$ cat src/rtl/muldiv_pkg.sv
// Shared types and constants for the MULT/DIV sequencer and its wait timer.
package muldiv_pkg;

  typedef enum logic [2:0] {
    S_IDLE      = 3'd0,
    S_LAUNCH    = 3'd1,
    S_WAIT_MULT = 3'd2,
    S_WAIT_DIV  = 3'd3,
    S_COMMIT    = 3'd4,
    S_EXC       = 3'd5
  } state_e;

  localparam logic KIND_MULT     = 1'b0;
  localparam logic KIND_DIV      = 1'b1;

  localparam logic CAUSE_DIV0    = 1'b0;
  localparam logic CAUSE_TIMEOUT = 1'b1;

endpackage

$ cat src/rtl/muldiv_timer.sv
// Wait-cycle counter: counts 0..MAX_CYCLES-1 while enabled, flags the last count.
module muldiv_timer #(
  parameter int MAX_CYCLES = 40
) (
  input  logic clk,
  input  logic reset,
  input  logic clear,
  input  logic enable,
  output logic expired
);

  localparam int              W    = $clog2(MAX_CYCLES);
  localparam logic [W-1:0]    LAST = W'(MAX_CYCLES - 1);

  logic [W-1:0] cnt_q, cnt_d;

  // Holds at the last count; the FSM leaves the wait state on that cycle anyway.
  always_comb begin
    cnt_d = cnt_q;
    if (clear)
      cnt_d = '0;
    else if (enable && !expired)
      cnt_d = cnt_q + 1'b1;
  end

  always_ff @(posedge clk) begin
    if (!reset) cnt_q <= '0;
    else        cnt_q <= cnt_d;
  end

  assign expired = (cnt_q == LAST);

endmodule

$ cat src/rtl/muldiv_sequencer.sv
// Launches the shared MULT/DIV unit, waits with a watchdog, and drives the
// HI/LO write path or raises a div0/timeout exception pulse.
module muldiv_sequencer
  import muldiv_pkg::*;
#(
  parameter int MAX_CYCLES = 40
) (
  input  logic clk,
  input  logic reset,
  input  logic op_valid,
  input  logic op_kind,
  input  logic flush,
  output logic op_ready,
  output logic busy,
  output logic mult_start,
  input  logic mult_end,
  output logic div_start,
  input  logic div_end,
  input  logic div_zero,
  output logic hi_sel,
  output logic lo_sel,
  output logic hi_write,
  output logic lo_write,
  output logic done,
  output logic div0_exc,
  output logic timeout_exc
);

  state_e state_q, state_d;
  logic   kind_q,  kind_d;
  logic   cause_q, cause_d;
  logic   tmr_clear, tmr_en, tmr_expired;

  muldiv_timer #(.MAX_CYCLES(MAX_CYCLES)) u_timer (
    .clk     (clk),
    .reset   (reset),
    .clear   (tmr_clear),
    .enable  (tmr_en),
    .expired (tmr_expired)
  );

  always_ff @(posedge clk) begin
    if (!reset) begin
      state_q <= S_IDLE;
      kind_q  <= KIND_MULT;
      cause_q <= CAUSE_DIV0;
    end else begin
      state_q <= state_d;
      kind_q  <= kind_d;
      cause_q <= cause_d;
    end
  end

  always_comb begin
    state_d   = state_q;
    kind_d    = kind_q;
    cause_d   = cause_q;
    tmr_clear = 1'b0;
    tmr_en    = 1'b0;
    case (state_q)
      S_IDLE: begin
        if (op_valid && !flush) begin
          kind_d  = op_kind;
          state_d = S_LAUNCH;
        end
      end
      S_LAUNCH: begin
        tmr_clear = 1'b1;
        state_d   = (kind_q == KIND_DIV) ? S_WAIT_DIV : S_WAIT_MULT;
      end
      S_WAIT_MULT: begin
        tmr_en = 1'b1;
        if (mult_end) begin
          state_d = S_COMMIT;
        end else if (tmr_expired) begin
          state_d = S_EXC;
          cause_d = CAUSE_TIMEOUT;
        end
      end
      S_WAIT_DIV: begin
        tmr_en = 1'b1;
        if (div_zero) begin
          state_d = S_EXC;
          cause_d = CAUSE_DIV0;
        end else if (div_end) begin
          state_d = S_COMMIT;
        end else if (tmr_expired) begin
          state_d = S_EXC;
          cause_d = CAUSE_TIMEOUT;
        end
      end
      S_COMMIT: state_d = S_IDLE;
      S_EXC:    state_d = S_IDLE;
      default:  state_d = S_IDLE;
    endcase
    if (flush && state_q != S_IDLE)
      state_d = S_IDLE;
  end

  // Pulses are state-decoded; flush masks them in the same cycle so an aborted
  // op never starts a unit, writes HI/LO or raises an exception.
  always_comb begin
    op_ready    = (state_q == S_IDLE);
    busy        = (state_q != S_IDLE);
    hi_sel      = kind_q;
    lo_sel      = kind_q;
    mult_start  = 1'b0;
    div_start   = 1'b0;
    hi_write    = 1'b0;
    lo_write    = 1'b0;
    done        = 1'b0;
    div0_exc    = 1'b0;
    timeout_exc = 1'b0;
    if (!flush) begin
      case (state_q)
        S_LAUNCH: begin
          mult_start = (kind_q == KIND_MULT);
          div_start  = (kind_q == KIND_DIV);
        end
        S_COMMIT: begin
          hi_write = 1'b1;
          lo_write = 1'b1;
          done     = 1'b1;
        end
        S_EXC: begin
          div0_exc    = (cause_q == CAUSE_DIV0);
          timeout_exc = (cause_q == CAUSE_TIMEOUT);
        end
        default: ;
      endcase
    end
  end

endmodule

$ cat config.mk
export PLATFORM = sky130hd
export DESIGN_NAME = muldiv_sequencer
export DESIGN_NICKNAME = d
export VERILOG_FILES = /design/src/rtl/muldiv_pkg.sv /design/src/rtl/muldiv_timer.sv /design/src/rtl/muldiv_sequencer.sv
export SDC_FILE = /design/constraint.sdc
export NUM_CORES = 1
export LEC_CHECK = 0
export CORE_MARGIN = 2
export CORE_UTILIZATION = 23
export CTS_CLUSTER_DIAMETER = 100
export DETAILED_ROUTE_END_ITERATION = 10
export PLACE_DENSITY = 0.45
export SETUP_SLACK_MARGIN = 0.05
export SKIP_LAST_GASP = 1
export SLEW_MARGIN = 25
export SYNTH_ARGS = -nofsm -noshare
export SYNTH_HDL_FRONTEND = slang
export SYNTH_HIERARCHICAL = 1
export SYNTH_SLANG_ARGS = --single-unit
$ cat constraint.sdc
create_clock -name clk -period 1.4 [get_ports clk]
set_input_delay 0.28 -clock clk [delete_from_list [all_inputs] [get_ports clk]]
set_output_delay 0.28 -clock clk [all_outputs]
set_load 0.01 [all_outputs]
# ---- Word level (Yosys, flattened, before mapping)
# Index checks and enable logic that the tools add are counted.
dict set report word_totals {
  latchBits 0
  mem_count 0
  reg_bits 11
  ramBits 0
  output_inout_bits 11
  mem_bits_ro 0
  input_bits 8
  wordCells 54
}
dict set report op_classes {
  n_eq_ne 9
  n_reduce_logical 13
  add_sub_neg 1
  n_div 0
  mux 24
  magnitude_cmp 0
  bitwise_logic 3
  mul 0
  n_shift 0
}
# operator count
set op_table {}
lappend op_table {{1-bit 2-to-1 mux} 17}
lappend op_table {{3-bit 2-to-1 mux} 5}
lappend op_table {{3-bit case mux with 4 select lines} 1}
lappend op_table {{6-bit by 1-bit adder with 6-bit output (second input constant)} 1}
lappend op_table {{3-bit by 2-bit equality test with 1-bit output (second input constant)} 2}
lappend op_table {{3-bit equality test (second input constant)} 2}
lappend op_table {{6-bit equality test (second input constant)} 1}
lappend op_table {{2-bit OR reduction} 3}
lappend op_table {{3-bit by 1-bit equality test with 1-bit output (second input constant)} 1}
lappend op_table {{1-bit logical AND} 3}
lappend op_table {{3-bit logical NOT} 1}
lappend op_table {{3-bit inequality test (second input constant)} 1}
lappend op_table {{1-bit NOT} 3}
lappend op_table {{3-bit AND reduction} 1}
lappend op_table {{3-bit nonzero test} 1}
lappend op_table {{1-bit logical NOT} 2}
lappend op_table {{2-bit by 1-bit inequality test with 1-bit output (second input constant)} 1}
lappend op_table {{2-bit inequality test (second input constant)} 1}
lappend op_table {{1-bit case mux with 2 select lines} 1}
lappend op_table {{2-bit AND reduction} 1}
lappend op_table {{2-bit nonzero test} 1}

# ---- Logic depth before layout (Yosys ltp)
dict set report depth {
  depth_word 5
  depth_mapped 6
  depth_no_buf 6
}

# ---- By module
# The synthesis kept the hierarchy.
# mod area_each_um2 n_inst seq_area_each_um2 cells_each
set modules_own_cells {}
lappend modules_own_cells {muldiv_sequencer 369.1 1 100.1 47}
lappend modules_own_cells {muldiv_timer 304.0 1 120.1 34}

# ---- Least setup slack after synthesis
# No wires, ideal clock.
dict set report synth_path {
  path_type {register -> output}
  from {reg state_q[1]}
  to {out hi_write}
  path_stages_with_launch 5
  t_required_ps 1120
  arrival_time_ps 1238
  slack_ps -118
  n_path_buf 2
  cell_sequence {dfxtp_1 -> buf_2 -> or2b_1 -> nor3_1 -> buf_4}
}
dict set report synth_via {
  elab_chain_cells 3
}
# element line_no
set synth_lines {}
lappend synth_lines {{start: declaration} muldiv_sequencer.sv:29} ;# state_e state_q, state_d;
lappend synth_lines {{start signal: assignment} muldiv_sequencer.sv:48} ;# state_q <= state_d;
lappend synth_lines {{3-bit equality test} --}
lappend synth_lines {{1-bit 2-to-1 mux (2 in series)} --}
lappend synth_lines {{end: declaration} muldiv_sequencer.sv:22} ;# output logic hi_write,
# No other way between the ends.

# ---- Worst setup path in the final report
dict set report layout_path {
  from {reg state_q[1]}
  to {out hi_write}
}
dict set report layout_via {
  elab_chain_cells 3
}
# element line_no
set layout_lines {}
lappend layout_lines {{3-bit equality test} muldiv_sequencer.sv:115} ;# case (state_q)
lappend layout_lines {{1-bit 2-to-1 mux} muldiv_sequencer.sv:115}
lappend layout_lines {{1-bit 2-to-1 mux} muldiv_sequencer.sv:114} ;# if (!flush) begin
# No other way between the ends.

==> run_results.csv <==
group,metric,value,unit
layout,fin_nets,128,
setup_path,path_class,"flop to output pin",
sta,fmax,679,MHz
layout,final_cell_mix,"17 x buf_4, 9 x nand2_1, 7 x buf_6",
sta,worst_pin_slew,253,ps
sta,setup_tns,-376,ps
sta,clock_skew,4.89,ps
die,rows,19,
setup_path,end_kind,"output pin",
synthesis,synth-seq-cells,11,
die,dieArea,3380,um2
clocking,clkSinkCount,11,
synthesis,async_reset_ff_share,0,%
pwr,power_switching,0.000176,W
synthesis,synth_nets,90,
pwr,p_seq_share,47.5,%
pwr,combPwrFrac,18.8,%
grt,grtUsageTotal,12.4,%
routing,antenna_left,0,
sta,grt_setup_unrepaired,"yes",
layout,fin_util,41.2,%
synthesis,synth-edff-count,0,
sta,finalHoldViolations,0,
synthesis,netlist_instances,81,
pwr,internal_power,0.000498,W
clocking,cts_tree,"built",
layout,fin_area,1130,um2
grt,grt_pass1_wl,3170,um
placed_design,gp_congestion,0.714,
clocking,cts_buffers,3,
clocking,clk_latency,270,ps
synthesis,avgSynthCellArea,8.31,um2
synthesis,yosysWarningCount,6,
pwr,p_leak,0.498,nW
sta,worst_slack,-72.6,ps
die,io_pins,19,
die,start_util,24.4,%
layout,antennaDiodeCount,0,
sta,relSlewSlack,83.1,%
routing,drtIter0Drc,9,
placed_design,post_dp_cell_area,1010,um2
routing,drtPass1Iterations,4,
pwr,p_sw_share,26.1,%
synthesis,synth_area,673,um2
synthesis,synthSimpleGateAreaFrac,41.3,%
run,cap_violations,0,
synthesis,synth_cell_type_count,36,
sta,setup_violations,9,
synthesis,synthAdderAreaFrac,1.86,%
synthesis,muxShareOfSynthArea,4.46,%
clocking,root_buffer,"clkbuf_4",
sta,post-route-period-util,105,%
clocking,clk_path_buf_depth,2,
setup_path,startpoint_type,"flop",
layout,final_common_cell,"buf_4",
grt,grt_pass1_vias,729,
routing,vias_per_cell,4.66,
layout,drive_gt1_share,48.3,%
hold_path,hold_path.class,"flop to flop",
synthesis,synth-main-ff-cell,"dfxtp_1",
setup_path,worstPathMaxFanout,5,
placed_design,dpl.hpwl,1310,um
synthesis,synth_compound_area_share,12.5,%
sta,period_minus_slack,1470,ps
clocking,holdBufCountCts,0,
setup_path,cp.arrival,1190,ps
synthesis,synth-xor-area-share,1.30,%
layout,synthToLayoutAreaGrowth,68.6,%
outcome,status,"finished, violations left",
die,fp.coreArea,2760,um2
pwr,p_per_area,594,nW/um2
routing,post_drt_wl_per_cell,11.9,um
outcome,violations,"setup timing",
routing,routed_wl,1770,um
pwr,power.total,0.000674,W
setup_path,crit_required,1120,ps
pwr,clkPwrFrac,33.6,%
synthesis,synth-seq-area-share,32.7,%
routing,vias,694,
placed_design,port_buffers,18,
pwr,max-vdd-ir-drop,0.624,mV
placed_design,place_ws,-567,ps
grt,antenna_found_initial,0,
grt,grt_max_degree,11,
clocking,clkTransAtPathRegs,80,ps
die,die_height,58.1,um
grt,overflow,0,
clocking,htreeDepth,1,
die,die_x,58.1,um
synthesis,synth_top_family_by_area,"simple AND/OR/NAND/NOR gates",
routing,drc,0,
sta,drv_slew,0,
-- worst paths after layout --
check | start | to | slack, ps | cells after the start
worst max-delay path | state_q[1] | hi_write | -70 | 3
worst min-delay path | u_timer/cnt_q[5] | u_timer/cnt_q[5] | 540 | 2
worst max register to register | state_q[2] | u_timer/cnt_q[3] | 70 | 5
worst min register to register | u_timer/cnt_q[5] | u_timer/cnt_q[5] | 540 | 2
-- metal layers --
layer	vias up	track usage (%)	part of all wire, %
li1	366	-	-
met1	314	14.0	43
met2	12	22.1	52
met3	2	4.69	3.5
met4	0	2.99	0.79
met5	-	0	0
-- flip-flops by register name (all words and copies together) (netlist names) --
name	cells
cause_q	1
state_q	3
hi_sel	1
u_timer/cnt_q	6
-- synth_stat cells, types with 2 or more instances --
| master | number | area [um2] |
|---|---|---|
| o21ai_0 | 2 | 10.0 |
| buf_4 | 3 | 22.5 |
| nor3b_1 | 3 | 22.5 |
| buf_2 | 2 | 10.0 |
| dfxtp_1 | 11 | 220 |
| a21oi_1 | 5 | 25.0 |
| nor2_1 | 4 | 15.0 |
| mux2i_1 | 3 | 30.0 |
| nor2b_1 | 2 | 12.5 |
| nand2b_1 | 4 | 25.0 |
| nor3_1 | 6 | 30.0 |
| and3_1 | 2 | 12.5 |
| nand2_1 | 10 | 37.5 |
| or3_1 | 2 | 12.5 |
-- stage by stage --
stage | hold WS [ps] | cells
floorplan | 407 | 81
CTS | 518 | 150
global placement | 484 | 143
detailed placement | 504 | 143
finish | 541 | 149
global route | 544 | 149
-- cells by family after synthesis --
| group | count (synthesis) |
|---|---|
| AND/OR/NAND/NOR | 45 |
| multiplexers | 3 |
| adder cells (fa/ha/maj) | 1 |
| buffers and inverters | 7 |
| flip-flops | 11 |
| AO/OA/AOI/OAI | 13 |
| XOR/XNOR | 1 |
-- power by group through the flow --
stage	sequential (W)	clock (W)	combinational, W
2_1_floorplan	0.000329	0	0.0000511
3_3_place_gp	0.000329	0	0.000119
3_5_place_dp	0.000329	0	0.000119
4_1_cts	0.000322	0.000241	0.000123
5_1_grt	0.000322	0.000259	0.000140
6_report	0.000321	0.000227	0.000127
-- area by class of cell --
type,instances,area [um2]
clock buffer,4,26.3
multi-input combinational,63,512
inverter,2,7.51
sequential,11,233
tap,31,38.8
fill,291,1620
timing repair buffer,38,318
-- worst max-delay path: stages (launching register included) --
cell     delay (ps)
dfxtp_4         360
or2b_4          270
nor3_4          130
buf_2           160
-- repair_timing --
action                     CTS  global route
resized for setup           55            18
hold endpoints to repair     0             0
buffers inserted             3             1
setup endpoints to repair   15            20
pin swaps                    6             6
Power figures use the tool's default switching activity.
